<file path="src/rtl/debug_dump_sequencer.sv">
// Debug dump sequencer: after a halt/step, streams PC, cycle count, R0..R31 and
// every dirty data-memory word (address byte + word) to the UART, MSB first.
module debug_dump_sequencer #(
    parameter int          NB_DATA     = 32,
    parameter int          NB_PC       = 32,
    parameter int          N_BITS      = 8,
    parameter int          NB_REG      = 5,
    parameter int          NB_MEM_ADDR = 5,
    parameter int          MEM_DEPTH   = 32,
    parameter logic [7:0]  END_MARKER  = 8'hFF
) (
    input  logic                   clock_i,
    input  logic                   reset_i,
    input  logic                   start_i,
    input  logic [NB_PC-1:0]       pc_i,
    input  logic [N_BITS-1:0]      cycles_i,
    input  logic [NB_DATA-1:0]     reg_data_i,
    input  logic [NB_DATA-1:0]     mem_data_i,
    input  logic                   mem_dirty_i,
    output logic [NB_REG-1:0]      reg_addr_o,
    output logic                   reg_read_o,
    output logic [NB_MEM_ADDR-1:0] mem_addr_o,
    output logic                   mem_read_o,
    output logic [7:0]             tx_data_o,
    output logic                   tx_start_o,
    input  logic                   tx_done_i,
    output logic                   busy_o,
    output logic                   done_o
);

    typedef enum logic [3:0] {
        IDLE, LOAD, SEND_PC, SEND_CYC,
        REG_REQ, REG_WAIT, REG_SEND,
        MEM_REQ, MEM_WAIT, MEM_CHECK, MEM_SEND_ADDR, MEM_SEND_DATA,
        SEND_END, FINISH
    } state_t;

    state_t               state_q, state_d;
    logic [31:0]          pc_q, pc_d;
    logic [N_BITS-1:0]    cyc_q, cyc_d;
    logic [NB_DATA-1:0]   word_q, word_d;
    logic                 dirty_q, dirty_d;
    logic [5:0]           reg_cnt_q, reg_cnt_d;
    logic [7:0]           mem_cnt_q, mem_cnt_d;
    logic [1:0]           idx_q, idx_d;
    logic                 wait_q, wait_d;
    logic                 tx_start_q, tx_start_d;
    logic [7:0]           tx_data_q, tx_data_d;

    logic                 is_send;
    logic                 byte_done;
    logic                 mem_last;
    logic [7:0]           cur_byte;

    assign byte_done = wait_q && tx_done_i;
    assign mem_last  = (mem_cnt_q == 8'(MEM_DEPTH - 1));

    always_comb begin
        is_send  = 1'b0;
        cur_byte = 8'h00;
        case (state_q)
            SEND_PC:       begin is_send = 1'b1; cur_byte = pc_q[{idx_q, 3'b000} +: 8]; end
            SEND_CYC:      begin is_send = 1'b1; cur_byte = 8'(cyc_q); end
            REG_SEND,
            MEM_SEND_DATA: begin is_send = 1'b1; cur_byte = word_q[{idx_q, 3'b000} +: 8]; end
            MEM_SEND_ADDR: begin is_send = 1'b1; cur_byte = mem_cnt_q; end
            SEND_END:      begin is_send = 1'b1; cur_byte = END_MARKER; end
            default:       ;
        endcase
    end

    always_comb begin
        state_d    = state_q;
        pc_d       = pc_q;
        cyc_d      = cyc_q;
        word_d     = word_q;
        dirty_d    = dirty_q;
        reg_cnt_d  = reg_cnt_q;
        mem_cnt_d  = mem_cnt_q;
        idx_d      = idx_q;
        wait_d     = wait_q;
        tx_start_d = 1'b0;
        tx_data_d  = tx_data_q;

        // A byte is launched once per send-state entry/step; the launch waits
        // for the previous byte's done to clear the wait flag.
        if (is_send && !wait_q) begin
            tx_start_d = 1'b1;
            tx_data_d  = cur_byte;
            wait_d     = 1'b1;
        end
        if (byte_done) wait_d = 1'b0;

        case (state_q)
            IDLE: if (start_i) begin
                pc_d    = 32'(pc_i);
                cyc_d   = cycles_i;
                state_d = LOAD;
            end
            LOAD: begin
                reg_cnt_d = 6'd0;
                mem_cnt_d = 8'd0;
                idx_d     = 2'd3;
                state_d   = SEND_PC;
            end
            SEND_PC: if (byte_done) begin
                if (idx_q == 2'd0) state_d = SEND_CYC;
                else               idx_d   = idx_q - 2'd1;
            end
            SEND_CYC: if (byte_done) state_d = REG_REQ;
            REG_REQ:  state_d = REG_WAIT;
            REG_WAIT: begin
                word_d  = reg_data_i;
                idx_d   = 2'd3;
                state_d = REG_SEND;
            end
            REG_SEND: if (byte_done) begin
                if (idx_q != 2'd0) idx_d = idx_q - 2'd1;
                else begin
                    reg_cnt_d = reg_cnt_q + 6'd1;
                    state_d   = (reg_cnt_q == 6'd31) ? MEM_REQ : REG_REQ;
                end
            end
            MEM_REQ:  state_d = MEM_WAIT;
            MEM_WAIT: begin
                word_d  = mem_data_i;
                dirty_d = mem_dirty_i;
                state_d = MEM_CHECK;
            end
            MEM_CHECK: begin
                if (dirty_q)       state_d = MEM_SEND_ADDR;
                else if (mem_last) state_d = SEND_END;
                else begin
                    mem_cnt_d = mem_cnt_q + 8'd1;
                    state_d   = MEM_REQ;
                end
            end
            MEM_SEND_ADDR: if (byte_done) begin
                idx_d   = 2'd3;
                state_d = MEM_SEND_DATA;
            end
            MEM_SEND_DATA: if (byte_done) begin
                if (idx_q != 2'd0)  idx_d   = idx_q - 2'd1;
                else if (mem_last)  state_d = SEND_END;
                else begin
                    mem_cnt_d = mem_cnt_q + 8'd1;
                    state_d   = MEM_REQ;
                end
            end
            SEND_END: if (byte_done) state_d = FINISH;
            FINISH:   state_d = IDLE;
            default:  state_d = IDLE;
        endcase
    end

    always_ff @(posedge clock_i or negedge reset_i) begin
        if (!reset_i) begin
            state_q    <= IDLE;
            pc_q       <= '0;
            cyc_q      <= '0;
            word_q     <= '0;
            dirty_q    <= 1'b0;
            reg_cnt_q  <= '0;
            mem_cnt_q  <= '0;
            idx_q      <= '0;
            wait_q     <= 1'b0;
            tx_start_q <= 1'b0;
            tx_data_q  <= '0;
        end else begin
            state_q    <= state_d;
            pc_q       <= pc_d;
            cyc_q      <= cyc_d;
            word_q     <= word_d;
            dirty_q    <= dirty_d;
            reg_cnt_q  <= reg_cnt_d;
            mem_cnt_q  <= mem_cnt_d;
            idx_q      <= idx_d;
            wait_q     <= wait_d;
            tx_start_q <= tx_start_d;
            tx_data_q  <= tx_data_d;
        end
    end

    assign reg_addr_o = reg_cnt_q[NB_REG-1:0];
    assign mem_addr_o = mem_cnt_q[NB_MEM_ADDR-1:0];
    assign reg_read_o = (state_q == REG_REQ);
    assign mem_read_o = (state_q == MEM_REQ);
    assign tx_data_o  = tx_data_q;
    assign tx_start_o = tx_start_q;
    assign busy_o     = (state_q != IDLE) && (state_q != FINISH);
    assign done_o     = (state_q == FINISH);

endmodule
</file>
<file path="config.mk">
export PLATFORM = sky130hd
export DESIGN_NAME = debug_dump_sequencer
export DESIGN_NICKNAME = d
export VERILOG_FILES = /design/src/rtl/debug_dump_sequencer.sv
export SDC_FILE = /design/constraint.sdc
export NUM_CORES = 1
export LEC_CHECK = 0
export CORE_MARGIN = 2
export CORE_UTILIZATION = 45
export CTS_BUF_LIST = sky130_fd_sc_hd__clkbuf_4
export CTS_CLUSTER_DIAMETER = 80
export DETAILED_ROUTE_END_ITERATION = 7
export HOLD_SLACK_MARGIN = 0.05
export PLACE_DENSITY = 0.73
export SLEW_MARGIN = 30
export SYNTH_ARGS = -nofsm -noshare
export SYNTH_HDL_FRONTEND = slang
export SYNTH_SLANG_ARGS = --single-unit
</file>
<file path="constraint.sdc">
create_clock -name clock_i -period 2.2 [get_ports clock_i]
set_input_delay 0.22 -clock clock_i [delete_from_list [all_inputs] [get_ports clock_i]]
set_output_delay 0.22 -clock clock_i [all_outputs]
set_load 0.03 [all_outputs]
</file>
Word-level counts from Yosys, hierarchy flattened
Cells that the tools add are included.
{"block": "totals", "word_cells": 101, "output_inout_bits": 23, "reg_bits": 103}
{"block": "classes", "n_mux": 34, "n_shift": 2, "add_sub_neg": 3, "eq_ne": 30, "n_reduce_logical": 21}
{"cell": "$pmux 32 s2", "count": 1}
{"cell": "$shiftx 32x6->8", "count": 2}
{"cell": "$pmux 4 s13", "count": 1}
{"cell": "$mux 4", "count": 12}
{"cell": "$pmux 8 s5", "count": 1}
{"cell": "$mux 8", "count": 4}
{"cell": "$eq 4x4->1 const B", "count": 6}
{"cell": "$ne 2x2->1 const B", "count": 12}
{"cell": "$pmux 8 s3", "count": 1}
{"cell": "$eq 4x3->1 const B", "count": 4}
{"cell": "$mux 2", "count": 6}
{"cell": "$mux 6", "count": 2}
{"cell": "$pmux 6 s2", "count": 1}
{"cell": "$reduce_and 10->1", "count": 1}
{"cell": "$add 8x1->8 const B", "count": 1}
{"cell": "$eq 4x2->1 const B", "count": 2}
{"cell": "$eq 8x5->1 const B", "count": 1}
{"cell": "$pmux 2 s4", "count": 1}
{"cell": "$reduce_bool 2->1", "count": 4}
{"cell": "$reduce_bool 4->1", "count": 2}
{"cell": "$add 6x1->6 const B", "count": 1}
{"cell": "$eq 6x5->1 const B", "count": 1}
{"cell": "$reduce_and 6->1", "count": 1}
{"cell": "$reduce_or 6->1", "count": 1}
{"cell": "other kinds (14)", "count": 21}

Longest topological paths before layout
Gate-level depths: netlist of run 1.
{"block": "depth", "depth_word": 6, "mapped_depth": 9}

Least setup slack after synthesis of run 1
OpenSTA, ideal clock, no wires.
{"block": "synth_path", "path_kind": "flip-flop to flip-flop", "from": "reg idx_q[0]", "to": "reg mem_cnt_q[7]", "stages_incl_launch_ff": 10, "n_path_buf": 2, "setup_ns": 0.073, "t_required_ns": 2.127, "arrival_time_ns": 2.150, "setup_slack_ns": -0.023, "path_cell_list": "dfrtp_1 inv_1 clkbuf_1 ha_1 and4_1 a211oi_1 a21o_1 buf_6 or4_4 a21oi_2"}
{"block": "synth_via", "elab_chain_len": 3}
{"element": "start, declared", "line": "45", "source": "logic [1:0] idx_q, idx_d;"}
{"element": "start signal, assigned", "line": "177", "source": "idx_q <= idx_d;"}
{"element": "$reduce_bool 2->1", "line": "143", "source": "if (idx_q != 2'd0) idx_d = idx_q - 2'd1;"}
{"element": "$ne 2x2->1 (no source line)"}
{"element": "$reduce_and 4->1 (no source line)"}
{"element": "end signal, assigned", "line": "176", "source": "mem_cnt_q <= mem_cnt_d;"}
{"element": "end, declared", "line": "44", "source": "logic [7:0] mem_cnt_q, mem_cnt_d;"}
Every way passes these cells.
A chain may end at the register's enable or synchronous reset.

Final worst setup path of run 1
{"block": "layout_path", "from": "reg state_q[3]", "to": "reg tx_data_q[3] (netlist: tx_data_o[3])"}
{"block": "layout_via", "elab_chain_len": 4}
{"element": "start, declared", "line": "38", "source": "state_t state_q, state_d;"}
{"element": "start signal, assigned", "line": "170", "source": "state_q <= state_d;"}
{"element": "$eq 4x4->1 (tied with other cells)", "line": "61", "source": "case (state_q)"}
{"element": "$reduce_or 6->1 (no source line)"}
{"element": "$mux 1", "line": "61"}
{"element": "$logic_and 1x1->1", "line": "87", "source": "if (is_send && !wait_q) begin"}
{"element": "end signal, assigned", "line": "180", "source": "tx_data_q <= tx_data_d;"}
{"element": "end, declared", "line": "48", "source": "logic [7:0] tx_data_q, tx_data_d;"}
Parallel ways exist; a longest one is shown, timed or not.

==> results of run 1 <==
-- worst register-to-register path, stage by stage (launching register included) --
cell and delay, ps:
dfrtp_2 440, buf_4 160, buf_4 220, nor2b_1 390, a22oi_1 190, nor2_1 250, a211oi_1 90, a311oi_1 300
-- cell families (layout without fill, tap and decap cells) --
kind of cell             after synthesis  count (layout)  synth area share [%]
XOR/XNOR                               8               8                  1.09
flip-flops                           103             103                  40.0
adder cells (fa/ha/maj)                3               3                 0.582
AO/OA/AOI/OAI                        203             203                  20.8
AND/OR/NAND/NOR                      231             231                  18.5
buffers and inverters                 88             206                  6.64
multiplexers                          75              75                  12.4
-- routing by layer --
metal,part of all wire (%),wire length (um)
met1,44,8220
met4,2.2,406
met5,0,0
met2,47,8820
met3,6.8,1260
-- cell usage after synthesis (13+ instances only) --
master	instances	area, um^2
dfrtp_1	103	2580
buf_4	14	105
a21oi_1	33	165
clkbuf_1	25	93.8
nor3_1	20	100
mux2_2	41	462
o21ai_0	74	370
nor2_1	63	236
mux2i_1	34	340
nand4_1	19	119
nand2_1	53	199
nor2b_1	17	106
buf_2	24	120
inv_1	13	48.8
nor4_1	16	100
-- final timing paths --
check	start	end	depth (start not counted)
max	state_q[3]	tx_data_o[3]	7
min	reset_i	word_q[5]	2
max reg2reg	state_q[3]	tx_data_o[3]	7
min reg2reg	cyc_q[1]	cyc_q[1]	1
max in group asynchronous	reset_i	state_q[2]	3
min in group clock_i	mem_data_i[7]	word_q[7]	3
-- report_power, final --
group	switching (uW)	total, uW	internal (uW)
Clock	694	1080	381
Sequential	826	3590	2770
Combinational	3510	6280	2770
-- placed cells by master (no fill, tap or decap), types with 3 or more instances in the layout --
| cell type | n |
|---|---|
| nand2b_1 | 5 |
| nand3_1 | 6 |
| nor2b_1 | 16 |
| nor2_1 | 61 |
| and4b_1 | 8 |
| buf_4 | 39 |
| o2111ai_1 | 11 |
| a21oi_1 | 33 |
| a21bo_2 | 7 |
| dfrtp_2 | 3 |
| nand3b_1 | 3 |
| clkinv_4 | 3 |
| xnor2_1 | 3 |
| a211oi_1 | 10 |
| inv_1 | 13 |
| nor4_1 | 16 |
| mux2i_1 | 34 |
| o21ai_1 | 6 |
| a22oi_1 | 8 |
| or4_1 | 3 |
| o221ai_1 | 7 |
| a21o_1 | 9 |
| clkbuf_4 | 10 |
| o21ai_0 | 73 |
| ha_1 | 3 |
| xor2_1 | 5 |
| nor3_2 | 3 |
| a211o_1 | 8 |
| nand4_1 | 19 |
| buf_12 | 8 |
| o31ai_1 | 6 |
| nand2_1 | 52 |
| mux2_2 | 41 |
| dfrtp_1 | 100 |
| nor3_1 | 18 |
| clkdlybuf4s50_1 | 126 |
| a311oi_1 | 7 |
-- state kept, by name, indices dropped and copies added (netlist names), 2 cells and up --
name / cells
mem_cnt_q: 8
cyc_q: 8
tx_data_o: 8
reg_cnt_q: 6
pc_q: 32
state_q: 4
idx_q: 2
word_q: 32
-- cell type report --
cell class / instances / share of cell area (%)
Inverter: 16 / 0.730
Sequential cell: 103 / 31.4
Tap cell: 180 / 2.74
Clock inverter: 6 / 0.958
Multi-Input combinational cell: 520 / 42.3
Clock buffer: 10 / 0.912
Timing Repair Buffer: 174 / 21.0
-- per-stage QoR --
step	setup WS, ps	util (%)
2_1_floorplan	99.3	-
6_report	84.4	59.1
3_5_place_dp	91.5	57.3
4_1_cts	32.3	58.8
3_3_place_gp	120	57.3
5_1_grt	1.27	59.1
-- repair_timing --
item	4_1_cts	5_1_grt
endpoints found under the hold margin	103	0
setup endpoints to repair	4	17
pin swaps	0	1
gates resized for setup	6	8
hold buffers	1	0
buffers inserted	4	2
==> impl_metrics.env, run 1 <==
export IMPL_multi_input_area_mm2=0.00348
export IMPL_dp_cells=987
export IMPL_seqCellArea_mm2=0.00258
export IMPL_r2r_slack_ps=80
export IMPL_core_mm2=0.0139
export IMPL_top_usage_layer="met2"
export IMPL_grt_pass1_wl_um=29600
export IMPL_port_buffers=131
export IMPL_power_leakage_uw=0.00322
export IMPL_slowest_stage="dfrtp_2"
export IMPL_area_delta_synth_final_pct=27.6
export IMPL_clk_latency_ps=500
export IMPL_cts_sinks=103
export IMPL_synth_ff_type="dfrtp_1"
export IMPL_antenna_found_initial=0
export IMPL_dieWidth_um=124
export IMPL_cp_max_fo=29
export IMPL_cts_buffers=9
export IMPL_h_tree_depth=3
export IMPL_grt_max_degree=67
export IMPL_drtIter0Drc=436
export IMPL_synth_cell_types=66
export IMPL_status="finished clean"
export IMPL_rsz0062_at_grt="yes"
export IMPL_start_kind="register"
export IMPL_ant_nets=0
export IMPL_cts_buffer_depth=2
export IMPL_io_pins=132
export IMPL_crit_path_max_incr_delay_ps=440
export IMPL_nNetsFinal=936
export IMPL_syn_area_mm2=0.00645
export IMPL_finalWeightedCongestion=0.901
export IMPL_n_antenna_cell=0
export IMPL_wl_um=18700
export IMPL_cap_viol_max_count=0
export IMPL_hold_class="input pin to asynchronous set/reset pin"
export IMPL_die_h_um=124
export IMPL_synth_edf_count=0
export IMPL_syn_inst=711
export IMPL_hold_ws_ps=169
export IMPL_grt_use_met3_pct=5.86
export IMPL_hpwl_um=13800
export IMPL_synth_nets=823
export IMPL_crit_path_end_kind="register"
export IMPL_dpl_cell_area_mm2=0.00799
export IMPL_worstSetupPathType="register to register"
export IMPL_wl_per_cell_um=18.5
export IMPL_met1_usage_pct=33.8
export IMPL_vias=5980
export IMPL_layout_drive_gt1_share_pct=16.8
export IMPL_fin_cells=1009
export IMPL_via_per_inst=5.93
export IMPL_crit_family="simple AND/OR/NAND/NOR gates"
export IMPL_fmax_ghz=0.473
export IMPL_hold_viol=0
export IMPL_skew_ps=14.1
export IMPL_arrival_ps=2520
export IMPL_yosysWarnings=0
export IMPL_fin_crit_ps=2120
export IMPL_cts_tree="done"
export IMPL_setup_tns_ps=0
export IMPL_grt_pass1_vias=5727
export IMPL_fin_crit_sh_pct=96.2
export IMPL_firstDrtPassIters=5
export IMPL_syn_area_per_cell_um2=9.07
export IMPL_grt_total_usage_pct=25.1
export IMPL_grt_overflow_total=0
export IMPL_tightest_slew_ps=711
export IMPL_crit_buf_inv=2
export IMPL_clkSlewWorstSetupHoldPaths_ps=170
export IMPL_crit_top_cell="buf_4"
export IMPL_ys_ff_latch=103
export IMPL_fillers=1247
export IMPL_slew_limit_headroom_pct=52.5
export IMPL_drv_slew=0
export IMPL_cts_root_buf="clkbuf_4"
export IMPL_cp_cell_sequence="buf_4 > buf_4 > nor2b_1 > a22oi_1 > nor2_1 > a211oi_1 > a311oi_1"
export IMPL_p_per_area_mw_per_mm2=1330
export IMPL_drc=0
export IMPL_placementRows=43
export IMPL_setup_viol=0
export IMPL_async_flop_share_pct=100
export IMPL_power_uw=10900
export IMPL_grt_util_met2_pct=40.2
export IMPL_cp_required_ps=2610
export IMPL_dieArea_mm2=0.0153
export IMPL_ir_drop_mv=0.551
export IMPL_final_area_mm2=0.00823
export IMPL_synth_seq_area_share_pct=40.0
export IMPL_floorplan_initialDensity_pct=46.3
Power figures use the tool's default switching activity.
==> inputs of run 2 (changes only) <==
--- a/config.mk
+++ b/config.mk
@@ -5,13 +5,14 @@
 export SDC_FILE = /design/constraint.sdc
 export NUM_CORES = 1
 export LEC_CHECK = 0
+export ABC_AREA = 1
 export CORE_MARGIN = 2
 export CORE_UTILIZATION = 45
 export CTS_BUF_LIST = sky130_fd_sc_hd__clkbuf_4
 export CTS_CLUSTER_DIAMETER = 80
 export DETAILED_ROUTE_END_ITERATION = 7
 export HOLD_SLACK_MARGIN = 0.05
-export PLACE_DENSITY = 0.73
+export PLACE_DENSITY = 0.75
 export SLEW_MARGIN = 30
 export SYNTH_ARGS = -nofsm -noshare
 export SYNTH_HDL_FRONTEND = slang
==> run 2 against run 1 <==
Clock-buffer cell count shrank 1. Clock power shrank 13%. Flip-flop and latch count is the same. Combinational power shrank 32%. Largest cell class is now registers. Cell area shrank 12%. Worst hold slack gained 55 ps. Sequential power shrank 13%. Critical path depth shrank 2. Non-clock buffer count shrank 31. Die area shrank 12%. First-iteration DRC count grew 29%. Critical endpoint is now done_o. Power shrank 24%.
==> impl_metrics.env, run 2 <==
export IMPL_largestRegisters="pc_q (32), word_q (32)"
export IMPL_nNetsFinal=914
export IMPL_dp_slack_ps=187
export IMPL_ir_drop_mv=0.556
export IMPL_synth_edf_count=0
export IMPL_status="finished clean"
export IMPL_grt_overflow_total=0
export IMPL_placementRows=40
export IMPL_clk_latency_ps=470
export IMPL_cts_tree="done"
export IMPL_p_per_area_mw_per_mm2=1160
export IMPL_grt_max_degree=65
export IMPL_p_switching_uw=3690
export IMPL_layout_commonest_cell="clkdlybuf4s50_1"
export IMPL_wl_per_cell_um=15.9
export IMPL_sw_frac_of_total_pct=44.3
export IMPL_dieWidth_um=116
export IMPL_cp_required_ps=1980
export IMPL_p_seq_share_pct=37.6
export IMPL_via_per_inst=5.35
export IMPL_netlist_area_leader_share_pct=45.8
export IMPL_firstDrtPassIters=6
export IMPL_final_cell_mix="clkdlybuf4s50_1, dfrtp_1, nand3_1"
export IMPL_synthTopCellsByCount="dfrtp_1, nand3_1, nand2_1, nor2_1, inv_1"
export IMPL_fin_crit_ps=2130
export IMPL_drc=0
export IMPL_yosysWarnings=0
export IMPL_power_uw=8340
export IMPL_cts_buffers=9
export IMPL_synth_nets=803
export IMPL_drtIter0Drc=562
export IMPL_hold_class="input pin to asynchronous set/reset pin"
export IMPL_die_h_um=116
export IMPL_core_mm2=0.0121
export IMPL_syn_area_mm2=0.00563
export IMPL_grt_total_usage_pct=23.6
export IMPL_area_delta_synth_final_pct=28.1
export IMPL_dieArea_mm2=0.0134
export IMPL_h_tree_depth=3
export IMPL_floorplan_initialDensity_pct=46.5
export IMPL_hold_ws_ps=224
export IMPL_finalWeightedCongestion=0.971
export IMPL_arrival_ps=1910
export IMPL_power_leakage_uw=0.00325
export IMPL_port_buffers=131
export IMPL_hold_viol=0
export IMPL_cts_sinks=103
export IMPL_synth_ff_type="dfrtp_1"
export IMPL_grt_pass1_wl_um=24700
export IMPL_p_comb_share_pct=51.2
export IMPL_slew_limit_headroom_pct=66.3
export IMPL_worstSetupPathType="register to output port"
export IMPL_tightest_slew_ps=506
export IMPL_clkSlewWorstSetupHoldPaths_ps=180
export IMPL_synth_cell_types=36
export IMPL_synth_seq_area_share_pct=45.8
export IMPL_syn_area_per_cell_um2=8.14
export IMPL_hpwl_um=11600
export IMPL_io_pins=132
export IMPL_antenna_found_initial=1
export IMPL_crit_path_end_kind="output port"
export IMPL_fillers=1107
export IMPL_vias=5217
export IMPL_clkPwrFrac_pct=11.2
export IMPL_multi_input_area_mm2=0.00254
export IMPL_cts_buffer_depth=2
export IMPL_syn_inst=691
export IMPL_setup_viol=0
export IMPL_final_core_util_pct=59.5
export IMPL_fin_crit_sh_pct=96.9
export IMPL_fmax_ghz=0.469
export IMPL_wl_um=15600
export IMPL_synth_most_common_cell="dfrtp_1"
export IMPL_ant_nets=0
export IMPL_grt_pass1_vias=4987
export IMPL_p_int_uw=4640
export IMPL_layout_drive_gt1_share_pct=9.54
export IMPL_layout_setup_ws_ps=68.7
export IMPL_yosysTopAreaCell="dfrtp_1"
export IMPL_cts_root_buf="clkbuf_4"
export IMPL_ys_ff_latch=103
export IMPL_drv_slew=0
export IMPL_cap_viol_max_count=0
export IMPL_async_flop_share_pct=100
export IMPL_skew_ps=23.7
export IMPL_synth_area_top_cells="dfrtp_1, nand3_1, nand2_1"
export IMPL_cp_max_fo=5
export IMPL_seqCellArea_mm2=0.00258
export IMPL_start_kind="register"
-- run 2: cell count changes after synthesis, moves of 31 or more --
cell     delta
o22ai_1    +31
o21ai_0    -59
nand2_1    +38
mux2i_1    -34
inv_1      +61
nand3_1    +88
-- run 2: logic make-up after synthesis --
family	count (synthesis)	share of synthesized area (%)
fa+ha+maj	3	0.667
xor+xnor	2	0.311
simple gates	308	25.0
compound gates	128	14.5
buf+inv	126	9.54
flops	103	45.8
mux	21	4.20
-- run 2: metrics by stage --
stage	TNS, ps	cell area, um^2	std cells
final	0	7210	976
after global routing	-4.96	7210	976
after CTS	0	7180	975
after detailed placement	0	7040	957
after global placement	0	7040	957
after floorplan	0	5630	691
-- run 2: per-layer routing --
metal | part of all wire, % | track usage, % | vias to the layer above | routed length (um)
met2 | 45 | 36.5 | 212 | 6980
met1 | 46 | 34.9 | 2475 | 7220
met3 | 7.4 | 3.71 | 16 | 1150
met4 | 1.3 | 6.27 | 0 | 208
met5 | 0 | 0 | - | 0
li1 | - | - | 2514 | -
-- run 2: cell type report --
class,count,share of cell area (%)
flip-flops and latches,103,35.8
inverters,83,4.39
repair buffers,143,19.9
diodes,1,0.0347
well taps,168,2.92
multi-input cells,462,35.3
clock inverters,7,0.764
clock buffers,9,0.938
-- run 2: critical path: stages (launching register included) --
cell and delay (ps):
dfrtp_1 460, inv_1 150, nor2_4 140, inv_1 110
nor3_2 170, dlygate4sd1_1 410
-- run 2: power by group through the flow --
stage | clock network (uW) | logic (uW) | registers (uW)
after floorplan | 0 | 2790 | 3170
after global placement | 0 | 4050 | 3130
after detailed placement | 0 | 4170 | 3170
after CTS | 944 | 4190 | 3120
after global routing | 1030 | 4710 | 3220
final | 936 | 4260 | 3140
-- run 2: worst paths after layout --
check | endpoint | depth (start not counted) | slack, ps | startpoint
hold / removal | pc_q[26] | 2 | 220 | reset_i
min in group clock_i | pc_q[20] | 3 | 300 | pc_i[20]
setup / recovery | done_o | 5 | 70 | state_q[0]
hold reg to reg | cyc_q[0] | 1 | 530 | cyc_q[0]
max in group asynchronous | word_q[0] | 3 | 1240 | reset_i
setup reg to reg | tx_data_o[0] | 10 | 200 | state_q[0]
-- run 2: timing repair --
| item | CTS | global route |
|---|---|---|
| hold buffers | 1 | 0 |
| resized for setup | 5 | 9 |
| endpoints found under the hold margin | 36 | 0 |
| endpoints found under the setup margin | 4 | 8 |
| buffers inserted | 1 | 0 |
